==> config.mk <==
export PLATFORM = sky130hd
export DESIGN_NAME = read_level_detector_flat
export DESIGN_NICKNAME = d
export VERILOG_FILES = /design/src/rtl/read_level_detector_if.sv /design/src/rtl/read_level_detector.sv /design/src/flat_wrapper.sv
export SDC_FILE = /design/constraint.sdc
export NUM_CORES = 1
export LEC_CHECK = 0
export CORE_MARGIN = 4
export CORE_UTILIZATION = 40
export DETAILED_ROUTE_END_ITERATION = 8
export MAX_ROUTING_LAYER = met4
export PLACE_DENSITY = 0.61
export SYNTH_ARGS = -nofsm -noshare
export SYNTH_HDL_FRONTEND = slang
export SYNTH_SLANG_ARGS = --single-unit
==> constraint.sdc <==
create_clock -name clk -period 3.9 [get_ports clk]
set_input_delay 0.585 -clock clk [delete_from_list [all_inputs] [get_ports clk]]
set_output_delay 0.585 -clock clk [all_outputs]
set_load 0.01 [all_outputs]
==> src/rtl/read_level_detector_if.sv <==
// Bus bundle for read_level_detector.
//  slave  : the detector (consumes levels/voltages/start, drives results)
//  master : the environment feeding the detector
// Inputs to the detector:
//  levelValid/levelIn     written-level push into the FIFO
//  voltageValid/voltageIn distorted Vth to slice (pops the FIFO head)
//  start                  begin a new measurement frame
// Outputs from the detector:
//  detectValid/detectLevel/symbolError  per-symbol result
//  busy/done                            frame FSM status
//  symbolCount/symbolErrCount/bitErrCount frame counters
//  fifoOverflow/fifoUnderflow           sticky FIFO error flags
interface read_level_detector_if;
  logic        levelValid;
  logic [1:0]  levelIn;
  logic        voltageValid;
  logic [15:0] voltageIn;
  logic        start;
  logic        detectValid;
  logic [1:0]  detectLevel;
  logic        symbolError;
  logic        busy;
  logic        done;
  logic [31:0] symbolCount;
  logic [31:0] symbolErrCount;
  logic [31:0] bitErrCount;
  logic        fifoOverflow;
  logic        fifoUnderflow;

  modport slave (
    input  levelValid, levelIn, voltageValid, voltageIn, start,
    output detectValid, detectLevel, symbolError, busy, done,
           symbolCount, symbolErrCount, bitErrCount,
           fifoOverflow, fifoUnderflow
  );

  modport master (
    output levelValid, levelIn, voltageValid, voltageIn, start,
    input  detectValid, detectLevel, symbolError, busy, done,
           symbolCount, symbolErrCount, bitErrCount,
           fifoOverflow, fifoUnderflow
  );
endinterface

==> src/rtl/read_level_detector.sv <==
// read_level_detector
//  Hard-decision read stage: slices a 16-bit distorted threshold voltage into
//  a 2-bit MLC level with three read references, compares it to the written
//  level queued in a FIFO at program time, and accumulates per-frame symbol,
//  symbol-error and Gray-coded bit-error counts.
// Ports:
//  clk    system clock
//  reset  synchronous, active-high reset
//  bus    read_level_detector_if.slave (see interface file for signal list)
module read_level_detector #(
  parameter logic [15:0] VREF1      = 16'd2048,
  parameter logic [15:0] VREF2      = 16'd4096,
  parameter logic [15:0] VREF3      = 16'd6144,
  parameter int          FIFO_DEPTH = 16,
  parameter logic [31:0] FRAME_LEN  = 32'd1024
) (
  input logic                   clk,
  input logic                   reset,
  read_level_detector_if.slave  bus
);

  localparam int AW = $clog2(FIFO_DEPTH);
  localparam logic [AW:0] DEPTH_C = (AW+1)'(FIFO_DEPTH);

  localparam logic [1:0] S_IDLE = 2'd0;
  localparam logic [1:0] S_RUN  = 2'd1;
  localparam logic [1:0] S_DONE = 2'd2;

  // Gray map chosen so adjacent levels differ by one bit.
  function automatic logic [1:0] gray(input logic [1:0] lvl);
    case (lvl)
      2'd0:    gray = 2'b11;
      2'd1:    gray = 2'b10;
      2'd2:    gray = 2'b00;
      default: gray = 2'b01;
    endcase
  endfunction

  function automatic logic [31:0] sat_add(input logic [31:0] a, input logic [1:0] b);
    logic [32:0] s;
    s = {1'b0, a} + {31'd0, b};
    sat_add = s[32] ? 32'hFFFF_FFFF : s[31:0];
  endfunction

  // ---------------- state ----------------
  logic [FIFO_DEPTH-1:0][1:0] fifo_mem_q, fifo_mem_d;
  logic [AW-1:0]              wr_ptr_q, wr_ptr_d;
  logic [AW-1:0]              rd_ptr_q, rd_ptr_d;
  logic [AW:0]                fifo_cnt_q, fifo_cnt_d;

  logic [1:0]  state_q, state_d;
  logic        det_valid_q, det_valid_d;
  logic [1:0]  det_level_q, det_level_d;
  logic        sym_err_q, sym_err_d;
  logic        done_q, done_d;
  logic [31:0] sym_cnt_q, sym_cnt_d;
  logic [31:0] sym_err_cnt_q, sym_err_cnt_d;
  logic [31:0] bit_err_cnt_q, bit_err_cnt_d;
  logic        ovf_q, ovf_d;
  logic        udf_q, udf_d;

  // ---------------- datapath ----------------
  logic       fifo_empty, fifo_full;
  logic       do_pop, do_push, ovf_evt, udf_evt, start_acc;
  logic [1:0] head_lvl, slice_lvl, gray_x, bit_err;
  logic       mismatch;

  always_comb begin
    fifo_empty = (fifo_cnt_q == '0);
    fifo_full  = (fifo_cnt_q == DEPTH_C);
    // Pop only real data; an empty pop never bypasses a same-cycle push.
    do_pop     = bus.voltageValid && !fifo_empty;
    // A simultaneous pop frees a slot, so push succeeds even when full.
    do_push    = bus.levelValid && (!fifo_full || do_pop);
    ovf_evt    = bus.levelValid && fifo_full && !do_pop;
    udf_evt    = bus.voltageValid && fifo_empty;
    head_lvl   = fifo_mem_q[rd_ptr_q];

    // Equality with a reference resolves to the upper level.
    if (bus.voltageIn < VREF1)      slice_lvl = 2'd0;
    else if (bus.voltageIn < VREF2) slice_lvl = 2'd1;
    else if (bus.voltageIn < VREF3) slice_lvl = 2'd2;
    else                            slice_lvl = 2'd3;

    mismatch = do_pop && (slice_lvl != head_lvl);
    gray_x   = do_pop ? (gray(head_lvl) ^ gray(slice_lvl)) : 2'b00;
    bit_err  = {1'b0, gray_x[1]} + {1'b0, gray_x[0]};
  end

  // ---------------- FIFO next state ----------------
  always_comb begin
    fifo_mem_d = fifo_mem_q;
    wr_ptr_d   = wr_ptr_q;
    rd_ptr_d   = rd_ptr_q;
    fifo_cnt_d = fifo_cnt_q;
    if (do_push) begin
      fifo_mem_d[wr_ptr_q] = bus.levelIn;
      wr_ptr_d             = wr_ptr_q + 1'b1;
    end
    if (do_pop) rd_ptr_d = rd_ptr_q + 1'b1;
    case ({do_push, do_pop})
      2'b10:   fifo_cnt_d = fifo_cnt_q + 1'b1;
      2'b01:   fifo_cnt_d = fifo_cnt_q - 1'b1;
      default: fifo_cnt_d = fifo_cnt_q;
    endcase
  end

  // ---------------- detection + FSM/counters ----------------
  always_comb begin
    det_valid_d   = bus.voltageValid;
    det_level_d   = bus.voltageValid ? slice_lvl : det_level_q;
    sym_err_d     = mismatch;
    done_d        = 1'b0;
    state_d       = state_q;
    sym_cnt_d     = sym_cnt_q;
    sym_err_cnt_d = sym_err_cnt_q;
    bit_err_cnt_d = bit_err_cnt_q;
    ovf_d         = ovf_q;
    udf_d         = udf_q;

    // start is only honoured outside RUN.
    start_acc = bus.start && (state_q != S_RUN);

    if (start_acc) begin
      state_d       = S_RUN;
      sym_cnt_d     = '0;
      sym_err_cnt_d = '0;
      bit_err_cnt_d = '0;
      ovf_d         = 1'b0;
      udf_d         = 1'b0;
    end else if (state_q == S_RUN && do_pop) begin
      sym_cnt_d     = sat_add(sym_cnt_q, 2'd1);
      sym_err_cnt_d = sat_add(sym_err_cnt_q, {1'b0, mismatch});
      bit_err_cnt_d = sat_add(bit_err_cnt_q, bit_err);
      // FRAME_LEN of zero means free-running: never finish.
      if (FRAME_LEN != 32'd0 && sym_cnt_d == FRAME_LEN) begin
        state_d = S_DONE;
        done_d  = 1'b1;
      end
    end

    // Same-cycle FIFO errors win over a clearing start.
    if (ovf_evt) ovf_d = 1'b1;
    if (udf_evt) udf_d = 1'b1;
  end

  always_ff @(posedge clk) begin
    if (reset) begin
      fifo_mem_q    <= '0;
      wr_ptr_q      <= '0;
      rd_ptr_q      <= '0;
      fifo_cnt_q    <= '0;
      state_q       <= S_IDLE;
      det_valid_q   <= 1'b0;
      det_level_q   <= 2'd0;
      sym_err_q     <= 1'b0;
      done_q        <= 1'b0;
      sym_cnt_q     <= '0;
      sym_err_cnt_q <= '0;
      bit_err_cnt_q <= '0;
      ovf_q         <= 1'b0;
      udf_q         <= 1'b0;
    end else begin
      fifo_mem_q    <= fifo_mem_d;
      wr_ptr_q      <= wr_ptr_d;
      rd_ptr_q      <= rd_ptr_d;
      fifo_cnt_q    <= fifo_cnt_d;
      state_q       <= state_d;
      det_valid_q   <= det_valid_d;
      det_level_q   <= det_level_d;
      sym_err_q     <= sym_err_d;
      done_q        <= done_d;
      sym_cnt_q     <= sym_cnt_d;
      sym_err_cnt_q <= sym_err_cnt_d;
      bit_err_cnt_q <= bit_err_cnt_d;
      ovf_q         <= ovf_d;
      udf_q         <= udf_d;
    end
  end

  assign bus.detectValid    = det_valid_q;
  assign bus.detectLevel    = det_level_q;
  assign bus.symbolError    = sym_err_q;
  assign bus.busy           = (state_q == S_RUN);
  assign bus.done           = done_q;
  assign bus.symbolCount    = sym_cnt_q;
  assign bus.symbolErrCount = sym_err_cnt_q;
  assign bus.bitErrCount    = bit_err_cnt_q;
  assign bus.fifoOverflow   = ovf_q;
  assign bus.fifoUnderflow  = udf_q;

endmodule

==> src/flat_wrapper.sv <==
// flat-port wrapper written by rule: the top's interface ports become plain ports
module read_level_detector_flat 
#(
  parameter logic [15:0] VREF1      = 16'd2048,
  parameter logic [15:0] VREF2      = 16'd4096,
  parameter logic [15:0] VREF3      = 16'd6144,
  parameter int          FIFO_DEPTH = 16,
  parameter logic [31:0] FRAME_LEN  = 32'd1024
)
  (clk, reset, bus_levelValid, bus_levelIn, bus_voltageValid, bus_voltageIn, bus_start, bus_detectValid, bus_detectLevel, bus_symbolError, bus_busy, bus_done, bus_symbolCount, bus_symbolErrCount, bus_bitErrCount, bus_fifoOverflow, bus_fifoUnderflow);
  read_level_detector_if bus_i ();
  input logic clk;
  input logic reset;
  input wire logic [$bits(bus_i.levelValid)-1:0] bus_levelValid;
  input wire logic [$bits(bus_i.levelIn)-1:0] bus_levelIn;
  input wire logic [$bits(bus_i.voltageValid)-1:0] bus_voltageValid;
  input wire logic [$bits(bus_i.voltageIn)-1:0] bus_voltageIn;
  input wire logic [$bits(bus_i.start)-1:0] bus_start;
  output wire logic [$bits(bus_i.detectValid)-1:0] bus_detectValid;
  output wire logic [$bits(bus_i.detectLevel)-1:0] bus_detectLevel;
  output wire logic [$bits(bus_i.symbolError)-1:0] bus_symbolError;
  output wire logic [$bits(bus_i.busy)-1:0] bus_busy;
  output wire logic [$bits(bus_i.done)-1:0] bus_done;
  output wire logic [$bits(bus_i.symbolCount)-1:0] bus_symbolCount;
  output wire logic [$bits(bus_i.symbolErrCount)-1:0] bus_symbolErrCount;
  output wire logic [$bits(bus_i.bitErrCount)-1:0] bus_bitErrCount;
  output wire logic [$bits(bus_i.fifoOverflow)-1:0] bus_fifoOverflow;
  output wire logic [$bits(bus_i.fifoUnderflow)-1:0] bus_fifoUnderflow;
  assign bus_i.levelValid = bus_levelValid;
  assign bus_i.levelIn = bus_levelIn;
  assign bus_i.voltageValid = bus_voltageValid;
  assign bus_i.voltageIn = bus_voltageIn;
  assign bus_i.start = bus_start;
  assign bus_detectValid = bus_i.detectValid;
  assign bus_detectLevel = bus_i.detectLevel;
  assign bus_symbolError = bus_i.symbolError;
  assign bus_busy = bus_i.busy;
  assign bus_done = bus_i.done;
  assign bus_symbolCount = bus_i.symbolCount;
  assign bus_symbolErrCount = bus_i.symbolErrCount;
  assign bus_bitErrCount = bus_i.bitErrCount;
  assign bus_fifoOverflow = bus_i.fifoOverflow;
  assign bus_fifoUnderflow = bus_i.fifoUnderflow;
  read_level_detector #(.VREF1(VREF1), .VREF2(VREF2), .VREF3(VREF3), .FIFO_DEPTH(FIFO_DEPTH), .FRAME_LEN(FRAME_LEN)) u_core (.clk(clk), .reset(reset), .bus(bus_i));
endmodule
==> impl_results.md, run 1 <==
* Run status: finished with violations
* Violations in the final reports: negative setup slack
* Number of buffers created by CTS at 17
* Total leakage power at 3.79 nW
* Synthesis-to-layout area growth at 30.9%
* Worst Path Arrival at 4240 ps
* Minimum setup slack in the final design at -31.3 ps
* Area occupied by registers at 0.00301 mm²
* Yosys synthesis warning count at 0
* Most used DFF post-synth: sky130_fd_sc_hd__dfxtp_1
* Total area of multi-input combinational cells at 0.00471 mm²
* Routed wire per std cell at 16.6 µm
* RSZ-0062 raised after global routing: yes
* Nets@finish at 1081
* Half-perimeter wire length after detailed placement at 15.2 mm
* Register area share after synthesis at 38.0%
* Cell type with the largest total area after synthesis: sky130_fd_sc_hd__dfxtp_1
* Sum of routed wire length over all layers at 21.9 mm
* List of cells traversed by the critical path: buf_12 > mux4_2 > mux4_2 > inv_2 > buf_4 > buf_4 > o21ai_0 > a31oi_1 > a21oi_2 > nor3_2 > buf_4 > ha_4 > ha_4 > nand2_4 > nor2_4 > and2_4 > or3b_1 > xor2_1 > a21oi_1
* Global-route wire length before repair at 35.3 mm
* Synth area leaders: sky130_fd_sc_hd__dfxtp_1 (38%), sky130_fd_sc_hd__a21oi_1 (5.2%), sky130_fd_sc_hd__nor2_1 (5.0%)
* Final count of pins violating max slew at 0
* Hold WC Path Type: reg -> reg
* Number of global-route vias before repair at 6777
* Drt first pass iters at 5
* Cell occurring most often along the worst timing path: sky130_fd_sc_hd__buf_4
* Synthesized area at 0.00790 mm²
* Nature of the critical path endpoint: flip-flop
* Hold path startpoint: u_core.bus.fifoOverflow
* Die H at 149 µm
* Clock transition time at the flip-flop clock pins of the worst setup and hold paths at 60 ps
* Critical path startpoint: u_core.rd_ptr_q[0]
* Average cell area after synthesis at 8.58 µm²
* Flops & latches, synth at 150
* Number of rows in the core area at 51
* EDFF count, synth at 0
* TritonCTS clock tree: built
* Crit Path Class: reg -> reg
* Fraction of final layout cells sized beyond drive strength 1 at 14.0%
* Largest fanout on the critical path at 5
* Worst-margin pin slew at 835 ps
* Die area at 0.0221 mm²
* N_diodes at 0
* Count of buffers inserted at the top-level ports at 115
* Die Span X at 149 µm
* Area fraction of the dominant cell type after synthesis at 38.0%
* Root Buffer Master: sky130_fd_sc_hd__clkbuf_16
* Clock Sink Count at 150
* Total of max-cap violations at 0
* Clock insertion delay at the later pin of the skew report at 420 ps
* Launch point of the worst reg-to-reg path: u_core.rd_ptr_q[0]
* Overall Global Routing Usage at 20.1%
* CTS H-tree lvls at 4
* Sum of internal, switching and leakage power at 4.14 mW
* Routability Congestion at 0.919
* Post-route minimum period at 3930 ps
* Synth Instances at 921
* Type of origin of the critical path: flip-flop
* Cell family contributing the most delay on the critical path: multiplexers
* Final Hold Viols at 0
* Vias at 7236
* Sum of overflow across all layers after global routing at 0
* Antenna Violating Nets Remaining at 0
* Core ar. at 0.0195 mm²
* Final period utilization at 101%
* Synthesized Nets at 961
* Required arrival time at the worst endpoint at 4210 ps
* Flop-to-flop setup slack at -30 ps
* Total Negative Setup Slacks at -103 ps
* Slowest Stage Delay on Critical Path at 560 ps
* Count of unresolved DRC violations after routing at 0
* Number of failing setup endpoints in the final timing report at 6
* Initial standard-cell utilization of the core at 40.6%
* Worst ir drop on vdd at 333 µV
* Number of ports placed on the die boundary at 127
* Netlist cell types at 61
* Clock skew at 12.3 ps
* Initial antenna violation count at 0
* Violation count after the first detailed-route iteration at 438
* Worst Path Buf+Inv at 5
* CTS Buffer Depth at 2
* Pin count of the biggest net entering global routing at 53
* Total power per unit cell area at 400 mW/mm²
* FMAX at 0.254 GHz
* Async set or reset register ratio after synthesis at 0%
* Max transition margin at 44.3%
* Count of hold buffers inserted by post-cts repair at 0
* Mean number of vias per cell at 5.49
* Highest-delay cell along the critical path: sky130_fd_sc_hd__mux4_2
* Filler cells at 1810
## worst paths after layout
path                            cells after the start                             to
worst min register to register                      2        u_core.bus.fifoOverflow
worst max-delay path                               19  u_core.bus.symbolErrCount[22]
worst max register to register                     19  u_core.bus.symbolErrCount[22]
worst min-delay path                                2        u_core.bus.fifoOverflow
## registers in the layout (all words and copies together) (netlist names)
register,cells
u_core.bus.bitErrCount,32
u_core.bus.symbolCount,32
u_core.bus.symbolErrCount,32
u_core.fifo_mem_q,32
u_core.fifo_cnt_q,5
u_core.rd_ptr_q,4
u_core.wr_ptr_q,4
u_core.bus.detectLevel,2
u_core.state_q,2
u_core.bus.detectValid,1
u_core.bus.done,1
u_core.bus.fifoOverflow,1
u_core.bus.fifoUnderflow,1
u_core.bus.symbolError,1
## synthesized netlist by cell type, types with 10 or more instances
cell	n
sky130_fd_sc_hd__buf_6	10
sky130_fd_sc_hd__nor2_1	105
sky130_fd_sc_hd__nor4_1	12
sky130_fd_sc_hd__and3_1	21
sky130_fd_sc_hd__and4_1	15
sky130_fd_sc_hd__xor2_1	36
sky130_fd_sc_hd__a21oi_1	82
sky130_fd_sc_hd__nand4_1	36
sky130_fd_sc_hd__ha_1	15
sky130_fd_sc_hd__xnor2_1	25
sky130_fd_sc_hd__clkbuf_1	48
sky130_fd_sc_hd__nand3_1	64
sky130_fd_sc_hd__a311oi_1	13
sky130_fd_sc_hd__dfxtp_1	150
sky130_fd_sc_hd__a31oi_1	12
sky130_fd_sc_hd__mux2i_1	38
sky130_fd_sc_hd__nor3_1	29
sky130_fd_sc_hd__nand2_1	48
sky130_fd_sc_hd__inv_1	22
sky130_fd_sc_hd__mux4_2	10
sky130_fd_sc_hd__o21ai_0	25
sky130_fd_sc_hd__a211oi_1	13
## power breakdown
group	internal, mW	switching (mW)
Sequential	1.59	0.0573
Clock	1.02	0.657
Combinational	0.358	0.448
Total	2.97	1.16
## metal layers
layer | vias up | wire, µm | global-route usage [%]
met5 | - | 0 | -
met4 | 0 | 366 | 6.14
met2 | 197 | 10200 | 30.6
li1 | 3608 | - | -
met1 | 3402 | 10000 | 26.7
met3 | 29 | 1250 | 4.75
## cells in the final DEF, fill, tap and decap left out, types with 4 or more instances in the layout
cell type                         instances
sky130_fd_sc_hd__dfxtp_1                149
sky130_fd_sc_hd__clkdlybuf4s50_1        114
sky130_fd_sc_hd__nor2_1                 101
sky130_fd_sc_hd__a21oi_1                 78
sky130_fd_sc_hd__nand3_1                 59
sky130_fd_sc_hd__nand2_1                 45
sky130_fd_sc_hd__buf_4                   43
sky130_fd_sc_hd__mux2i_1                 38
sky130_fd_sc_hd__xor2_1                  36
sky130_fd_sc_hd__nand4_1                 36
sky130_fd_sc_hd__nor3_1                  27
sky130_fd_sc_hd__o21ai_0                 23
sky130_fd_sc_hd__xnor2_1                 23
sky130_fd_sc_hd__inv_1                   19
sky130_fd_sc_hd__and3_1                  19
sky130_fd_sc_hd__clkbuf_16               18
sky130_fd_sc_hd__and4_1                  15
sky130_fd_sc_hd__a311oi_1                13
sky130_fd_sc_hd__a211oi_1                13
sky130_fd_sc_hd__a31oi_1                 12
sky130_fd_sc_hd__mux4_2                  10
sky130_fd_sc_hd__nor4_1                  10
sky130_fd_sc_hd__ha_1                    10
sky130_fd_sc_hd__or3_1                    7
sky130_fd_sc_hd__nand3_2                  5
sky130_fd_sc_hd__ha_4                     5
sky130_fd_sc_hd__buf_6                    5
sky130_fd_sc_hd__a21oi_2                  4
sky130_fd_sc_hd__o2111ai_1                4
sky130_fd_sc_hd__and2_4                   4
sky130_fd_sc_hd__and2_1                   4
sky130_fd_sc_hd__o21a_1                   4
sky130_fd_sc_hd__o221a_2                  4
sky130_fd_sc_hd__a211o_1                  4
## kinds of logic (layout without fill, tap and decap cells)
logic type / count (synthesis) / after routing / share of synthesized area, %
and+or+nand+nor: 372 / 372 / 24.2
DFF: 150 / 150 / 38.0
adders and majority gates: 17 / 17 / 2.88
buffers and inverters: 88 / 220 / 5.42
muxes: 48 / 48 / 7.67
AOI/OAI and AO/OA: 185 / 185 / 15.1
xor gates and xnor gates: 61 / 61 / 6.76
## through the flow
step	instances	worst slack (ps)	area (µm²)	hold slack, ps	util, %
6_report	1318	-31.3	10300	471	53.1
5_1_grt	1318	-179	10300	482	53.1
3_3_place_gp	1276	-137	9410	445	48.4
2_1_floorplan	921	40.5	7940	432	-
3_5_place_dp	1276	-199	9410	458	48.4
4_1_cts	1308	11.0	10000	467	51.5
## final cells by class
type / instances / share of cell area [%]
inverters: 22 / 0.798
flip-flops and latches: 150 / 29.1
repair buffers: 167 / 15.6
clock buffers: 20 / 4.32
multi-input cells: 683 / 45.6
well taps: 265 / 3.21
clock inverters: 11 / 1.45
## worst reg2reg max path: stages (launching register included)
cell	delay, ps
sky130_fd_sc_hd__dfxtp_4	370
sky130_fd_sc_hd__buf_12	120
sky130_fd_sc_hd__mux4_2	510
sky130_fd_sc_hd__mux4_2	560
sky130_fd_sc_hd__inv_2	110
sky130_fd_sc_hd__buf_4	110
sky130_fd_sc_hd__buf_4	80
sky130_fd_sc_hd__o21ai_0	70
sky130_fd_sc_hd__a31oi_1	180
sky130_fd_sc_hd__a21oi_2	90
sky130_fd_sc_hd__nor3_2	250
sky130_fd_sc_hd__buf_4	170
sky130_fd_sc_hd__ha_4	130
sky130_fd_sc_hd__ha_4	150
sky130_fd_sc_hd__nand2_4	60
sky130_fd_sc_hd__nor2_4	120
sky130_fd_sc_hd__and2_4	170
sky130_fd_sc_hd__or3b_1	360
sky130_fd_sc_hd__xor2_1	140
sky130_fd_sc_hd__a21oi_1	70
## timing repair
item | in CTS | in global routing
cloned | 0 | 1
pin swaps | 3 | 17
endpoints found under the setup margin | 52 | 56
setup buffers | 1 | 9
resized for setup | 6 | 50
(Power assumes the default switching activity.)
==> run 2, diff against run 1 <==
--- a/config.mk
+++ b/config.mk
@@ -8,7 +8,7 @@
 export CORE_MARGIN = 4
 export CORE_UTILIZATION = 40
 export DETAILED_ROUTE_END_ITERATION = 8
-export MAX_ROUTING_LAYER = met4
+export GPL_TIMING_DRIVEN = 0
 export PLACE_DENSITY = 0.61
 export SYNTH_ARGS = -nofsm -noshare
 export SYNTH_HDL_FRONTEND = slang
==> impl_results.md, run 2 (same netlist as run 1, synthesis figures left out) <==
* Run status: finished with violations
* Violations in the final reports: negative setup slack
* Final Hold Viols at 0
* Initial standard-cell utilization of the core at 40.6%
* Met2 layer wire length in the routed design at 11.0 mm
* Routability Congestion at 0.893
* Count of hold buffers inserted by post-cts repair at 0
* Nature of the critical path endpoint: flip-flop
* Root Buffer Master: sky130_fd_sc_hd__clkbuf_16
* Flop-to-flop setup slack at -190 ps
* Core ar. at 0.0195 mm²
* Number of rows in the core area at 51
* Minimum setup slack in the final design at -190 ps
* Hold path startpoint: u_core.state_q[1]
* Mean number of vias per cell at 5.53
* Routed met1 length at 10.7 mm
* Antenna Violating Nets Remaining at 0
* Clock insertion delay at the later pin of the skew report at 420 ps
* Number of buffers created by CTS at 17
* RSZ-0062 raised after global routing: yes
* Layout Cells excl Fill at 1354
* Commonest non-fill, non-tap cells in the layout: sky130_fd_sc_hd__dfxtp_1 (149), sky130_fd_sc_hd__clkdlybuf4s50_1 (113), sky130_fd_sc_hd__nor2_1 (98)
* Final count of pins violating max slew at 0
* Die Span X at 149 µm
* Total leakage power at 3.88 nW
* Most common cell after layout, fill and taps aside: sky130_fd_sc_hd__dfxtp_1
* Largest fanout on the critical path at 6
* Total of max-cap violations at 0
* Clock transition time at the flip-flop clock pins of the worst setup and hold paths at 60 ps
* Type of origin of the critical path: flip-flop
* Violation count after the first detailed-route iteration at 560
* Sum of routed wire length over all layers at 23.8 mm
* Filler cells at 1799
* Initial antenna violation count at 0
* Max transition margin at 44.4%
* Routed wire per std cell at 17.6 µm
* Hold WC Path Type: reg -> reg
* Cell occurring most often along the worst timing path: sky130_fd_sc_hd__buf_8
* Sum of overflow across all layers after global routing at 0
* Top routing layer used: met4
* TritonCTS clock tree: built
* Pin count of the biggest net entering global routing at 17
* Crit Path Class: reg -> reg
* Clock Sink Count at 150
* Cell count after placement at 1299
* Worst Path Buf+Inv at 7
* Global-route wire length before repair at 38.0 mm
* Overall Global Routing Usage at 21.4%
* FMAX at 0.244 GHz
* Worst ir drop on vdd at 318 µV
* Drt first pass iters at 5
* CTS H-tree lvls at 4
* Met3 Routed Length at 1.39 mm
* N_diodes at 0
* Die area at 0.0221 mm²
* Vias at 7488
* List of cells traversed by the critical path: buf_8 > buf_8 > mux4_2 > mux4_2 > inv_4 > ha_4 > xnor2_2 > nand2_1 > fa_2 > inv_2 > ha_4 > and2_4 > o2111ai_4 > buf_6 > nor4_4 > nand2_2 > buf_12 > buf_8 > a21oi_2
* End of the worst register-to-register path: u_core.bus.bitErrCount[11]
* Nets@finish at 1116
* Sum of internal, switching and leakage power at 4.15 mW
* Slowest Stage Delay on Critical Path at 540 ps
* Post-route minimum period at 4090 ps
* CTS Buffer Depth at 2
* Die H at 149 µm
* Clock skew at 6.22 ps
* Worst Path Arrival at 4440 ps
* Total power per unit cell area at 391 mW/mm²
* Number of failing setup endpoints in the final timing report at 31
* Fraction of final layout cells sized beyond drive strength 1 at 15.9%
* Count of buffers inserted at the top-level ports at 113
* Required arrival time at the worst endpoint at 4250 ps
* Worst-margin pin slew at 833 ps
* Number of ports placed on the die boundary at 127
* Half-perimeter wire length after detailed placement at 16.9 mm
* Final period utilization at 105%
* Number of global-route vias before repair at 7093
* Launch point of the worst reg-to-reg path: u_core.rd_ptr_q[0]
* Cell family contributing the most delay on the critical path: multiplexers
* Hold-critical path endpoint: u_core.state_q[1]
* Synthesis-to-layout area growth at 34.6%
* Highest-delay cell along the critical path: sky130_fd_sc_hd__mux4_2
* Count of unresolved DRC violations after routing at 0
* Hold Path Cell Cnt at 1
* R2R depth at 19
run 2: cell types whose count changed in the layout (fill, tap and decap cells not counted), moves of 4 or more:
cell                       before  now
sky130_fd_sc_hd__nor2_2         1    5
sky130_fd_sc_hd__buf_6          5   18
sky130_fd_sc_hd__buf_8          0    6
sky130_fd_sc_hd__a21oi_2        4   22
sky130_fd_sc_hd__a21oi_1       78   60
sky130_fd_sc_hd__clkbuf_1       2   41
sky130_fd_sc_hd__buf_4         43   18
run 2: worst max path at each step:
stage	startpoint	cells past startpoint	to	slack [ps]
floorplan	u_core.rd_ptr_q[0]	16	u_core.bus.bitErrCount[21]	40
global placement	u_core.rd_ptr_q[1]	17	u_core.bus.symbolErrCount[22]	-870
detailed placement	u_core.rd_ptr_q[1]	17	u_core.bus.symbolErrCount[22]	-830
CTS	u_core.rd_ptr_q[0]	18	u_core.bus.bitErrCount[30]	-120
global route	u_core.rd_ptr_q[0]	20	u_core.bus.bitErrCount[11]	-350
finish	u_core.rd_ptr_q[0]	19	u_core.bus.bitErrCount[11]	-190
run 2: timing repair:
item	4_1_cts	5_1_grt
buffers inserted	13	12
gates resized for setup	54	58
pin swaps	11	22
endpoints found under the hold margin	0	0
setup endpoints to repair	58	55
gates cloned	2	0
run 2: layer usage:
metal / vias up / track usage, %
met5: - / 0
met4: 0 / 7.81
met3: 44 / 4.78
met2: 229 / 34.2
met1: 3542 / 28.4
li1: 3673 / -
run 2: report_power, final:
part | leakage [nW] | switching (mW) | internal [mW]
clock | 0.285 | 0.685 | 1.03
sequential | 1.21 | 0.0586 | 1.59
combinational | 2.38 | 0.474 | 0.317
run 2: final cells by class:
cell class	count	area, µm²	area share, %
flip-flops and latches	150	3000	28.3
inverters	22	85.1	0.800
repair buffers	139	1390	13.1
plain buffers	63	370	3.48
well taps	265	332	3.12
multi-input cells	683	4830	45.5
clock buffers	18	439	4.13
clock inverters	14	176	1.66
run 2: stage by stage:
step	setup slack, ps	utilization (%)	hold slack (ps)	TNS (ps)	instance area (µm²)
floorplan	40.5	-	432	0	7940
global placement	-865	48.3	439	-29880	9400
detailed placement	-827	48.3	447	-30160	9400
CTS	-117	53.1	461	-1120	10300
global route	-352	54.6	491	-9940	10600
finish	-190	54.6	460	-4280	10600
==> run 3, diff against run 2 <==
==> constraint.sdc (replaced) <==
create_clock -name clk -period 3.9 [get_ports clk]
set_input_delay 0.585 -clock clk [delete_from_list [all_inputs] [get_ports clk]]
set_output_delay 0.585 -clock clk [all_outputs]
set_load 0.005 [all_outputs]
==> results of run 3 <==
The final DEF is identical to that of run 2. Status: finished with violations: negative setup slack.
